--- config.mk ---
export PLATFORM = sky130hd
export DESIGN_NAME = log2_seq
export DESIGN_NICKNAME = d
export VERILOG_FILES = /design/src/rtl/log2_pkg.sv /design/src/rtl/log2_seq_msb_index.sv /design/src/rtl/log2_seq.sv
export SDC_FILE = /design/constraint.sdc
export NUM_CORES = 1
export LEC_CHECK = 0
export CAP_MARGIN = 20
export CORE_UTILIZATION = 45
export DETAILED_ROUTE_END_ITERATION = 12
export GPL_ROUTABILITY_DRIVEN = 1
export MAX_ROUTING_LAYER = met4
export SLEW_MARGIN = 20
export SYNTH_ARGS = -nofsm -noshare
export SYNTH_HDL_FRONTEND = slang
export SYNTH_SLANG_ARGS = --single-unit
--- constraint.sdc ---
create_clock -name clk -period 6.19 [get_ports clk]
set_input_delay 0.9285 -clock clk [delete_from_list [all_inputs] [get_ports clk]]
set_output_delay 0.9285 -clock clk [all_outputs]
set_load 0.005 [all_outputs]
--- src/rtl/log2_pkg.sv ---
// Shared types and helpers for the sequential log2 unit: FSM encoding,
// a reference leading-one function and the fraction-port width rule.
package log2_pkg;

  typedef enum logic [1:0] {
    IDLE = 2'd0,
    NORM = 2'd1,
    FRAC = 2'd2,
    DONE = 2'd3
  } state_t;

  // Reference leading-one index for values up to 32 bits; returns 0 for 0.
  function automatic int msb_index(input logic [31:0] value, input int width);
    int idx;
    idx = 0;
    for (int i = 0; i < width; i++) begin
      if (value[i]) idx = i;
    end
    return idx;
  endfunction

  function automatic int out_frac_w(input int frac_bits);
    return (frac_bits < 1) ? 1 : frac_bits;
  endfunction

endpackage

--- src/rtl/log2_seq_msb_index.sv ---
// Combinational leading-one priority encoder: index of the highest set bit
// of value, plus a flag for an all-zero input (index is then 0).
module msb_index #(
  parameter int WIDTH = 8,
  parameter int IW    = $clog2(WIDTH)
) (
  input  logic [WIDTH-1:0] value,
  output logic [IW-1:0]    index,
  output logic             is_zero
);

  always_comb begin
    // NOTE: every output of a combinational block gets a default before any
    // conditional assignment, otherwise the tool infers a latch.
    index = '0;
    for (int i = 0; i < WIDTH; i++) begin
      if (value[i]) index = IW'(i);
    end
  end

  assign is_zero = ~|value;

endmodule

--- src/rtl/log2_seq.sv ---
// Sequential base-2 logarithm: integer part from a leading-one encoder,
// FRAC_BITS fractional bits by repeated squaring of the normalised mantissa.
module log2_seq
  import log2_pkg::*;
#(
  parameter  int WIDTH     = 8,
  parameter  int FRAC_BITS = 4,
  localparam int IW        = $clog2(WIDTH),
  localparam int FW        = out_frac_w(FRAC_BITS)
) (
  input  logic             clk,
  input  logic             rst,
  input  logic             in_valid,
  output logic             in_ready,
  input  logic [WIDTH-1:0] in_data,
  output logic             out_valid,
  input  logic             out_ready,
  output logic [IW-1:0]    out_int,
  output logic [FW-1:0]    out_frac,
  output logic             out_zero
);

  localparam int CW = (FRAC_BITS < 2) ? 1 : $clog2(FRAC_BITS);
  localparam int SW = 2 * WIDTH;

  state_t           state, state_nxt;
  logic [WIDTH-1:0] data_q;
  logic [WIDTH-1:0] m_q;
  logic [CW-1:0]    cnt_q;
  logic [IW-1:0]    int_q;
  logic [FW-1:0]    frac_q;
  logic             zero_q;

  logic [IW-1:0]    k;
  logic             is_zero;
  logic [IW-1:0]    shamt;
  logic [SW-1:0]    sq;
  logic             sq_hi;
  logic [WIDTH-1:0] m_sq;
  logic             last_bit;
  logic             sq_lsbs_unused;

  msb_index #(
    .WIDTH (WIDTH),
    .IW    (IW)
  ) u_msb (
    .value   (data_q),
    .index   (k),
    .is_zero (is_zero)
  );

  // Left-justify the operand so its leading one lands on the Q1 integer bit.
  assign shamt = IW'(WIDTH - 1) - k;

  // m is Q1.(WIDTH-1), so m*m is Q2.(2*WIDTH-2); the top bit means m*m >= 2.
  assign sq    = SW'(m_q) * SW'(m_q);
  assign sq_hi = sq[SW-1];
  assign m_sq  = sq_hi ? sq[SW-1 -: WIDTH] : sq[SW-2 -: WIDTH];

  // Bits below the truncation point are intentionally dropped.
  assign sq_lsbs_unused = ^sq[WIDTH-2:0];

  assign last_bit = (int'(cnt_q) == FRAC_BITS - 1);

  always_comb begin
    state_nxt = state;
    unique case (state)
      IDLE: if (in_valid) state_nxt = NORM;
      NORM: begin
        if (is_zero || FRAC_BITS == 0) state_nxt = DONE;
        else                           state_nxt = FRAC;
      end
      FRAC: if (last_bit) state_nxt = DONE;
      DONE: if (out_ready) state_nxt = IDLE;
      default: state_nxt = IDLE;
    endcase
  end

  always_ff @(posedge clk) begin
    // NOTE: sequential state is written with non-blocking assignments so every
    // register samples the pre-edge values, independent of statement order.
    if (rst) begin
      state  <= IDLE;
      data_q <= '0;
      m_q    <= '0;
      cnt_q  <= '0;
      int_q  <= '0;
      frac_q <= '0;
      zero_q <= 1'b0;
    end else begin
      state <= state_nxt;
      unique case (state)
        IDLE: begin
          if (in_valid) data_q <= in_data;
        end
        NORM: begin
          int_q  <= k;
          frac_q <= '0;
          zero_q <= is_zero;
          m_q    <= data_q << shamt;
          cnt_q  <= '0;
        end
        FRAC: begin
          m_q    <= m_sq;
          // Shift the new bit in at the LSB; the oldest bit ends up as 2^-1.
          frac_q <= FW'({frac_q, sq_hi});
          cnt_q  <= cnt_q + CW'(1);
        end
        default: ;
      endcase
    end
  end

  assign in_ready  = (state == IDLE);
  assign out_valid = (state == DONE);
  assign out_int   = int_q;
  assign out_frac  = (FRAC_BITS == 0) ? '0 : frac_q;
  assign out_zero  = zero_q;

endmodule

==> results.py, run 1 <==
metrics = {
    "clock_tree": {
        "cts_buffers": 3,
        "clock_latency_ns": 0.28,
        "clock-root-buffer": "clkbuf_8",
        "cts_sinks": 28,
        "cts_setup_buffers": 0,
        "ctsResizeCount": 0,
        "hold_buffers": 0,
        "clkSlewWorstSetupHoldPaths_ns": 0.10,
        "clk_path_buf_depth": 2,
        "htree_num_levels": 1,
        "cts_tree": "built",
    },
    "die": {
        "rows": 30,
        "die_w_um": 88,
        "die_h_um": 88,
        "start_util": 0.477,
        "io_pins": 22,
        "die-area_um2": 7740,
        "core_um2": 6980,
    },
    "pwr": {
        "p_sw_frac": 0.486,
        "clockPowerShare": 0.125,
        "switchingPower_uw": 577,
        "p_comb_frac": 0.620,
        "powerDensity_nw_per_um2": 327,
        "ir_drop_uv": 141,
        "p_seq_frac": 0.256,
        "power_uw": 1190,
        "power.leakage_uw": 0.00168,
        "internal_power_uw": 610,
    },
    "sta": {
        "period_share": 0.839,
        "timing.slew.headroom": 0.437,
        "min_period_ns": 5.19,
        "fmax_mhz": 193,
        "final_hold_viol_count": 0,
        "tightest_slew_ns": 0.837,
        "setup_viol": 0,
        "drv_slew": 0,
        "fin_tns_setup_ns": 0,
        "grt_setup_unrepaired": "no",
        "final.setup_skew_ns": 0.00297,
    },
    "detailed_routing": {
        "vias_per_cell": 5.60,
        "drc": 0,
        "ant_nets": 0,
        "num_vias": 2886,
        "wl_um": 7560,
        "routedWlPerCell_um": 14.7,
        "drt_iter0_markers": 123,
        "first_pass_iters": 4,
    },
    "final_layout": {
        "drive_gt1_frac": 0.0525,
        "fin_area_um2": 3630,
        "fin_cells": 515,
        "area_growth_pct": 9.10,
        "n_antenna_cell": 0,
        "finalNetCount": 490,
    },
    "worst_setup_path": {
        "ff2ff_path_depth": 16,
        "start_kind": "flip-flop",
        "arrival_ns": 5.37,
        "worstSetupStartpoint": "m_q[3]",
        "r2r-start": "m_q[3]",
        "rrSetupSlack_ns": 1.0,
        "worst_setup_path_end_kind": "flip-flop",
        "cp.required_ns": 6.37,
        "rr_endpoint": "m_q[5]",
        "path_class": "flip-flop to flip-flop",
        "path_max_fanout": 13,
        "crit_path_end": "m_q[5]",
    },
    "placed_design": {
        "io_buffers": 21,
        "dpl.hpwl_um": 5940,
        "gp_congestion": 1.00,
        "numPlacedInstances": 511,
        "postPlaceCellArea_um2": 3560,
    },
    "synthesis": {
        "synthCells": 416,
        "synth_warnings": 0,
        "async_flop_share": 0,
        "ys.flop_type": "dfxtp_1",
        "synth_edf_count": 0,
        "yosysUniqueCellTypes": 67,
        "syn_avg_cell_area_um2": 8.00,
        "ys_ff_latch": 28,
        "synth_nets": 486,
        "seq_area_frac_synth": 0.168,
        "syn_area_um2": 3330,
    },
    "global_route": {
        "grt_pass1_wl_um": 13400,
        "antenna_found_initial": 0,
        "track_usage": 0.224,
        "grt_pass1_vias": 2780,
        "grt_overflow": 0,
        "grt_max_degree": 31,
    },
    "run": {
        "max_cap_violations": 0,
    },
    "hold_path": {
        "hold_start": "out_frac[3]",
        "hp-class": "flip-flop to flip-flop",
    },
    "status": {
        "status": "finished, final reports clean",
    },
}
-- how the worst min path moves through the flow --
stage / to / slack [ns] / cells past startpoint
6_report: out_frac[3] / 0.46 / 2
2_1_floorplan: cnt_q[1] / 0.44 / 2
4_1_cts: out_frac[3] / 0.46 / 2
5_1_grt: out_frac[3] / 0.48 / 2
3_5_place_dp: out_frac[3] / 0.45 / 2
3_3_place_gp: out_frac[3] / 0.44 / 2
-- cells in the mapped netlist (3+ instances only) --
cell	n	area, um^2
mux2_2	3	33.8
nor2b_1	7	43.8
clkbuf_1	16	60.1
nand2_1	34	128
nand4_1	3	18.8
buf_2	3	15.0
ha_1	34	425
a21o_1	4	30.0
fa_1	24	480
o21a_1	3	22.5
nor2_1	28	105
o21bai_1	3	22.5
o21ai_0	8	40.0
o221ai_1	3	26.3
or2_2	3	18.8
nand3b_1	3	22.5
xnor2_1	6	52.6
nor3_1	6	30.0
dfxtp_1	28	561
nand2b_1	5	31.3
o31ai_1	3	22.5
a21oi_1	28	140
nor3b_1	3	22.5
a211oi_1	10	75.1
inv_1	52	195
nand3_1	20	100
and2_1	18	113
a211o_1	5	43.8
-- per-layer routing --
| layer | part of all wire | vias up | GRT usage |
|---|---|---|---|
| li1 | - | 1436 | - |
| met1 | 0.51 | 1393 | 0.331 |
| met2 | 0.44 | 53 | 0.333 |
| met3 | 0.045 | 4 | 0.0302 |
| met4 | 0.0048 | 0 | 0.0283 |
| met5 | 0 | - | - |
-- cells in the final DEF (no fill, tap or decap), types with 4 or more instances in the layout --
master,instances
a211oi_1,10
fa_1,24
a211o_1,5
nor2_1,28
a21o_1,4
clkdlybuf4s50_1,20
nand2b_1,5
o21ai_0,8
ha_1,34
a21oi_1,28
xnor2_1,6
inv_1,52
and2_1,18
nor2b_1,7
dfxtp_1,28
nand3_1,20
nand2_1,34
nor3_1,6
-- layout make-up --
cell class / count / area, um^2
fillers: 697 / 3350
multi-input cells: 313 / 2470
flip-flops and latches: 28 / 561
repair buffers: 22 / 213
inverters: 52 / 195
well taps: 96 / 120
clock buffers: 3 / 41.3
clock inverters: 1 / 30.0
-- sequential cells by signal (all words and copies together) (netlist names) --
register	cells
state	2
cnt_q	2
m_q	8
out_frac	4
out_zero	1
data_q	8
out_int	3
-- worst max-delay path: stages, from the launching register on --
cell and delay, ns:
dfxtp_1 0.50, inv_1 0.14, nor2_1 0.24, fa_1 0.49, fa_1 0.54, inv_1 0.05
fa_1 0.50, fa_1 0.54, inv_1 0.04, ha_1 0.38, a21o_1 0.22, a31o_2 0.26
a32o_1 0.21, a211oi_2 0.14, buf_4 0.22, mux2_2 0.35, o311a_1 0.28
-- power groups by stage --
stage	Sequential [uW]	Clock (uW)	Combinational (uW)
global route	316	161	844
global placement	303	0	734
finish	303	148	735
detailed placement	307	0	735
floorplan	261	0	600
CTS	303	152	741
-- metrics by stage --
step	worst slack [ns]	hold slack (ns)	utilization
2_1_floorplan	1.32	0.445	-
3_3_place_gp	1.16	0.439	0.511
3_5_place_dp	0.998	0.449	0.511
4_1_cts	0.986	0.465	0.521
5_1_grt	0.734	0.479	0.520
6_report	0.999	0.459	0.520
-- cells by family (layout without fill, tap and decap cells) --
kind of cell / Yosys count / in the layout / synth area share
and+or+nand+nor: 143 / 143 / 0.219
AOI/OAI and AO/OA: 98 / 98 / 0.207
buffers and inverters: 75 / 78 / 0.0891
adders and majority gates: 58 / 58 / 0.272
DFF: 28 / 28 / 0.168
xor gates and xnor gates: 8 / 8 / 0.0211
muxes: 6 / 6 / 0.0229
Power figures use the tool's default switching activity.
==> run 2: changes to the inputs <==
==> constraint.sdc (replaced) <==
create_clock -name clk -period 5.25 [get_ports clk]
set_input_delay 0.7875 -clock clk [delete_from_list [all_inputs] [get_ports clk]]
set_output_delay 0.7875 -clock clk [all_outputs]
set_load 0.005 [all_outputs]
==> run 2 against run 1 <==
Against the previous run: sequential power grew 12%; largest power group unchanged; maximum frequency grew 5.4%; highest routed layer unchanged; largest cell class unchanged; non-clock buffer count grew 9.
==> results.py, run 2 (synthesis results as in run 1) <==
metrics = {
    "pwr": {
        "power.leakage_uw": 0.00172,
        "switchingPower_uw": 696,
        "clockPowerShare": 0.098,
        "powerDensity_nw_per_um2": 383,
        "p_comb_frac": 0.662,
        "p_seq_frac": 0.239,
        "ir_drop_uv": 163,
        "p_sw_frac": 0.493,
        "internal_power_uw": 717,
    },
    "clock_tree": {
        "cts_buffers": 3,
        "cts_tree": "built",
        "clock-root-buffer": "clkbuf_8",
        "clk_path_buf_depth": 2,
        "clkSlewWorstSetupHoldPaths_ns": 0.10,
        "htree_num_levels": 1,
        "cts_setup_buffers": 0,
        "cts_sinks": 28,
        "clock_latency_ns": 0.28,
        "hold_buffers": 0,
    },
    "worst_setup_path": {
        "path_class": "flip-flop to flip-flop",
        "crit_chain": "inv_1 -> nor2_1 -> fa_1 -> fa_1 -> inv_1 -> fa_1 -> fa_1 -> inv_1 -> ha_1 -> a21o_1 -> a31o_2 -> a22oi_1 -> a211oi_4 -> buf_4 -> a2111o_1 -> a41oi_1",
        "crit_buf_inv": 4,
        "ff2ff_path_depth": 16,
        "rr_endpoint": "m_q[0]",
        "start_kind": "flip-flop",
        "worst_setup_path_end_kind": "flip-flop",
        "crit_family": "adder cells",
        "cp_common_cell": "fa_1",
        "rrSetupSlack_ns": 0.32,
        "cp.required_ns": 5.46,
        "r2r-start": "m_q[5]",
        "path_max_fanout": 8,
        "arrival_ns": 5.13,
        "cp_slowest_cell": "fa_1",
        "slowest_delay_ns": 0.56,
    },
    "final_layout": {
        "seqCellArea_um2": 562,
        "n_antenna_cell": 0,
        "fillers": 707,
        "fin_area_um2": 3690,
        "finalNetCount": 499,
        "area_growth_pct": 10.9,
        "final_common_cell": "inv_1",
        "drive_gt1_frac": 0.0748,
        "layout_common_cells": "52 x inv_1, 34 x nand2_1, 34 x ha_1",
        "multi_input_area_um2": 2480,
    },
    "sta": {
        "period_share": 0.939,
        "tightest_slew_ns": 0.803,
        "grt_setup_unrepaired": "no",
        "timing.slew.headroom": 0.460,
        "final.setup_skew_ns": 0.00969,
        "setup_viol": 0,
        "drv_slew": 0,
        "fin_tns_setup_ns": 0,
        "min_period_ns": 4.93,
        "final_hold_viol_count": 0,
        "fmax_mhz": 203,
    },
    "global_route": {
        "grt_overflow": 0,
        "antenna_found_initial": 0,
        "grt_pass1_vias": 2654,
        "track_usage": 0.216,
        "grt_max_degree": 31,
        "grt_pass1_wl_um": 12800,
    },
    "detailed_routing": {
        "routedWlPerCell_um": 14.8,
        "wl_um": 7750,
        "first_pass_iters": 4,
        "drc": 0,
        "vias_per_cell": 5.48,
        "ant_nets": 0,
        "drt_iter0_markers": 140,
        "num_vias": 2874,
    },
    "die": {
        "die_h_um": 88,
        "start_util": 0.477,
        "core_um2": 6980,
        "die-area_um2": 7740,
        "die_w_um": 88,
        "rows": 30,
        "io_pins": 22,
    },
    "placed_design": {
        "gp_congestion": 0.894,
        "postPlaceCellArea_um2": 3630,
        "io_buffers": 21,
        "dpl.hpwl_um": 6160,
    },
    "status": {
        "status": "finished, final reports clean",
    },
    "hold_path": {
        "hold_start": "out_frac[3]",
        "hp-class": "flip-flop to flip-flop",
        "min_delay_worst_endpoint": "out_frac[3]",
        "hold_depth": 2,
    },
    "run": {
        "max_cap_violations": 0,
    },
}
run 2: cell count changes in the layout (fill, tap and decap cells not counted), sizes merged:
cell	delta
buf	+9
bufinv	-1
clkbuf	+1
run 2: per-stage QoR:
step           hold WS (ns)  std cells  total power, uW  setup slack, ns  utilization
2_1_floorplan         0.445        416             1020            0.383            -
3_3_place_gp          0.440        520             1270            0.295        0.520
3_5_place_dp          0.444        520             1280            0.198        0.520
4_1_cts               0.458        524             1420            0.181        0.528
5_1_grt               0.476        524             1550           0.0297        0.529
6_report              0.453        524             1410            0.322        0.529
run 2: layer usage:
| layer | wire [um] | vias up | track usage |
|---|---|---|---|
| met5 | 0 | - | - |
| met4 | 17 | 0 | 0.0134 |
| met3 | 250 | 4 | 0.0226 |
| met2 | 3410 | 43 | 0.339 |
| met1 | 4070 | 1365 | 0.312 |
| li1 | - | 1462 | - |
run 2: power groups by stage:
stage / Combinational [uW] / Sequential, uW / Clock (uW)
after floorplan: 707 / 308 / 0
after detailed placement: 933 / 343 / 0
final: 936 / 338 / 139
after global routing: 1060 / 347 / 149
after global placement: 926 / 343 / 0
after CTS: 939 / 338 / 144
run 2: how the worst max path moves through the flow:
stage | start | to | slack (ns) | cells after the start
after global placement | m_q[5] | m_q[5] | 0.29 | 15
final | m_q[5] | m_q[0] | 0.32 | 16
after floorplan | m_q[6] | m_q[5] | 0.38 | 15
after global routing | m_q[5] | m_q[0] | 0.03 | 16
after detailed placement | m_q[5] | m_q[5] | 0.20 | 15
after CTS | m_q[5] | m_q[5] | 0.18 | 15
run 2: area by class of cell:
cell class | count | area share
inverter | 52 | 0.0529
multi-input combinational | 313 | 0.672
tap | 96 | 0.0325
sequential | 28 | 0.152
clock buffer | 4 | 0.0149
timing repair buffer | 31 | 0.0759
run 2: worst register-to-register path, stage by stage, from the launching register on:
cell      delay [ns]
dfxtp_2         0.41
inv_1           0.13
nor2_1          0.20
fa_1            0.47
fa_1            0.56
inv_1           0.06
fa_1            0.50
fa_1            0.54
inv_1           0.04
ha_1            0.29
a21o_1          0.20
a31o_2          0.26
a22oi_1         0.28
a211oi_4        0.14
buf_4           0.19
a2111o_1        0.39
a41oi_1         0.19
run 2: repair_timing:
item                                    in CTS  in global routing
endpoints found under the setup margin       0                  5
endpoints found under the hold margin        0                  0
gates resized for setup                      0                  2
==> run 3: changes to the inputs <==
--- a/config.mk
+++ b/config.mk
@@ -7,8 +7,10 @@
 export LEC_CHECK = 0
 export CAP_MARGIN = 20
 export CORE_UTILIZATION = 45
+export CTS_BUF_LIST = sky130_fd_sc_hd__clkbuf_2 sky130_fd_sc_hd__clkbuf_4 sky130_fd_sc_hd__clkbuf_8
 export DETAILED_ROUTE_END_ITERATION = 12
 export GPL_ROUTABILITY_DRIVEN = 1
+export GPL_TIMING_DRIVEN = 0
 export MAX_ROUTING_LAYER = met4
 export SLEW_MARGIN = 20
 export SYNTH_ARGS = -nofsm -noshare
==> run 3 against run 2 <==
Against the previous run: register-to-register slack worse by 0.099 ns; clock power up 25%; die area unchanged; critical endpoint is now m_q[5]; largest cell class unchanged; highest routed layer unchanged.
==> results.py, run 3 (synthesis results as in run 1) <==
metrics = {
    "detailed_routing": {
        "ant_nets": 0,
        "drc": 0,
        "wl_um": 7830,
        "num_vias": 2926,
        "first_pass_iters": 4,
        "drt_iter0_markers": 132,
        "routedWlPerCell_um": 14.6,
        "vias_per_cell": 5.46,
    },
    "worst_setup_path": {
        "cp.required_ns": 5.42,
        "start_kind": "flip-flop",
        "crit_chain": "clkbuf_2 -> and2_1 -> fa_1 -> fa_1 -> inv_1 -> fa_1 -> fa_1 -> inv_1 -> ha_2 -> a21o_1 -> a31o_2 -> a32o_1 -> a211oi_4 -> mux2_2 -> o311a_1",
        "worst_setup_path_end_kind": "flip-flop",
        "arrival_ns": 5.20,
        "cp_common_cell": "fa_1",
        "slowest_delay_ns": 0.54,
        "crit_buf_inv": 3,
        "cp_slowest_cell": "fa_1",
        "path_max_fanout": 10,
        "crit_family": "adder cells",
        "path_class": "flip-flop to flip-flop",
    },
    "sta": {
        "min_period_ns": 5.03,
        "period_share": 0.957,
        "fin_hold_ws_ns": 0.454,
        "final_hold_viol_count": 0,
        "setup_viol": 0,
        "fmax_mhz": 199,
        "final.setup_skew_ns": 0.00948,
        "fin_tns_setup_ns": 0,
        "tightest_slew_ns": 0.849,
        "timing.slew.headroom": 0.429,
        "drv_slew": 0,
        "grt_setup_unrepaired": "no",
    },
    "pwr": {
        "power_uw": 1460,
        "p_seq_frac": 0.230,
        "p_comb_frac": 0.651,
        "clockPowerShare": 0.119,
        "switchingPower_uw": 706,
        "ir_drop_uv": 178,
        "internal_power_uw": 749,
        "p_sw_frac": 0.485,
        "power.leakage_uw": 0.00173,
        "powerDensity_nw_per_um2": 388,
    },
    "global_route": {
        "grt_pass1_vias": 2714,
        "grt_max_degree": 17,
        "grt_overflow": 0,
        "track_usage": 0.223,
        "antenna_found_initial": 0,
        "grt_pass1_wl_um": 13100,
    },
    "die": {
        "die_h_um": 88,
        "rows": 30,
        "io_pins": 22,
        "core_um2": 6980,
        "die_w_um": 88,
        "start_util": 0.477,
        "die-area_um2": 7740,
    },
    "clock_tree": {
        "clock-root-buffer": "clkbuf_8",
        "clk_path_buf_depth": 2,
        "cts_buffers": 3,
        "cts_tree": "built",
        "htree_num_levels": 1,
        "cts_sinks": 28,
        "clock_latency_ns": 0.28,
        "clkSlewWorstSetupHoldPaths_ns": 0.10,
    },
    "placed_design": {
        "postPlaceCellArea_um2": 3650,
        "io_buffers": 20,
        "dpl.hpwl_um": 6300,
        "gp_congestion": 0.941,
    },
    "final_layout": {
        "area_growth_pct": 12.8,
        "drive_gt1_frac": 0.0841,
        "seqCellArea_um2": 568,
        "multi_input_area_um2": 2490,
        "final_common_cell": "inv_1",
        "fillers": 703,
        "fin_area_um2": 3750,
        "n_antenna_cell": 0,
        "fin_util": 0.538,
        "finalNetCount": 511,
        "layout_common_cells": "52 x inv_1, 34 x nand2_1, 33 x ha_1",
    },
    "status": {
        "status": "finished, final reports clean",
    },
    "hold_path": {
        "hp-class": "flip-flop to flip-flop",
    },
    "run": {
        "max_cap_violations": 0,
    },
}
## run 3: cell types whose count changed in the layout (fill, tap and decap cells not counted), moves of 2 or more
cell      change
and2_1        -2
buf_1         +2
buf_2         +2
buf_4         -8
clkbuf_1     +12
clkbuf_2      +2
dfxtp_1       -3
dfxtp_2       +2
## run 3: final cells by class
| type | instances | area share |
|---|---|---|
| inverters | 52 | 0.0520 |
| clock inverters | 1 | 0.00800 |
| flip-flops and latches | 28 | 0.151 |
| plain buffers | 22 | 0.0277 |
| clock buffers | 3 | 0.0110 |
| repair buffers | 21 | 0.0553 |
| well taps | 96 | 0.0320 |
| multi-input cells | 313 | 0.663 |
## run 3: per-stage QoR
| stage | cells | setup slack [ns] |
|---|---|---|
| global route | 536 | 0.0296 |
| detailed placement | 532 | -0.137 |
| finish | 536 | 0.224 |
| CTS | 535 | 0.0165 |
| global placement | 532 | -0.130 |
| floorplan | 416 | 0.383 |
## run 3: final timing paths
| kind | from | depth (start not counted) | slack, ns | endpoint |
|---|---|---|---|---|
| worst max-delay path | m_q[1] | 15 | 0.22 | m_q[5] |
| worst min-delay path | out_frac[3] | 2 | 0.45 | out_frac[3] |
| worst max register to register | m_q[1] | 15 | 0.22 | m_q[5] |
| worst min register to register | out_frac[3] | 2 | 0.45 | out_frac[3] |
## run 3: power by group through the flow
stage / sequential (uW) / clock [uW] / combinational [uW]
CTS: 334 / 176 / 947
detailed placement: 331 / 0 / 946
global placement: 331 / 0 / 933
floorplan: 308 / 0 / 707
finish: 335 / 174 / 947
global route: 344 / 183 / 1080
## run 3: per-layer routing
layer  share of wire  track usage  up-vias
li1                -            -     1486
met1            0.54        0.334     1399
met2            0.42        0.336       39
met3           0.032       0.0254        2
met4          0.0014      0.00894        0
met5               0            -        -
## run 3: worst register-to-register path, delay by kind of cell, from the launching register on
kind / cells / cell delay [ns]
AOI/OAI and AO/OA: 5 / 1.32
adders and majority gates: 5 / 2.41
buffers and inverters: 3 / 0.27
DFF: 1 / 0.32
muxes: 1 / 0.37
and+or+nand+nor: 1 / 0.23
## run 3: timing repair
item	in CTS	in global routing
pin swaps	0	1
setup buffers	0	1
hold buffers	0	0
setup endpoints to repair	4	6
resized for setup	4	12
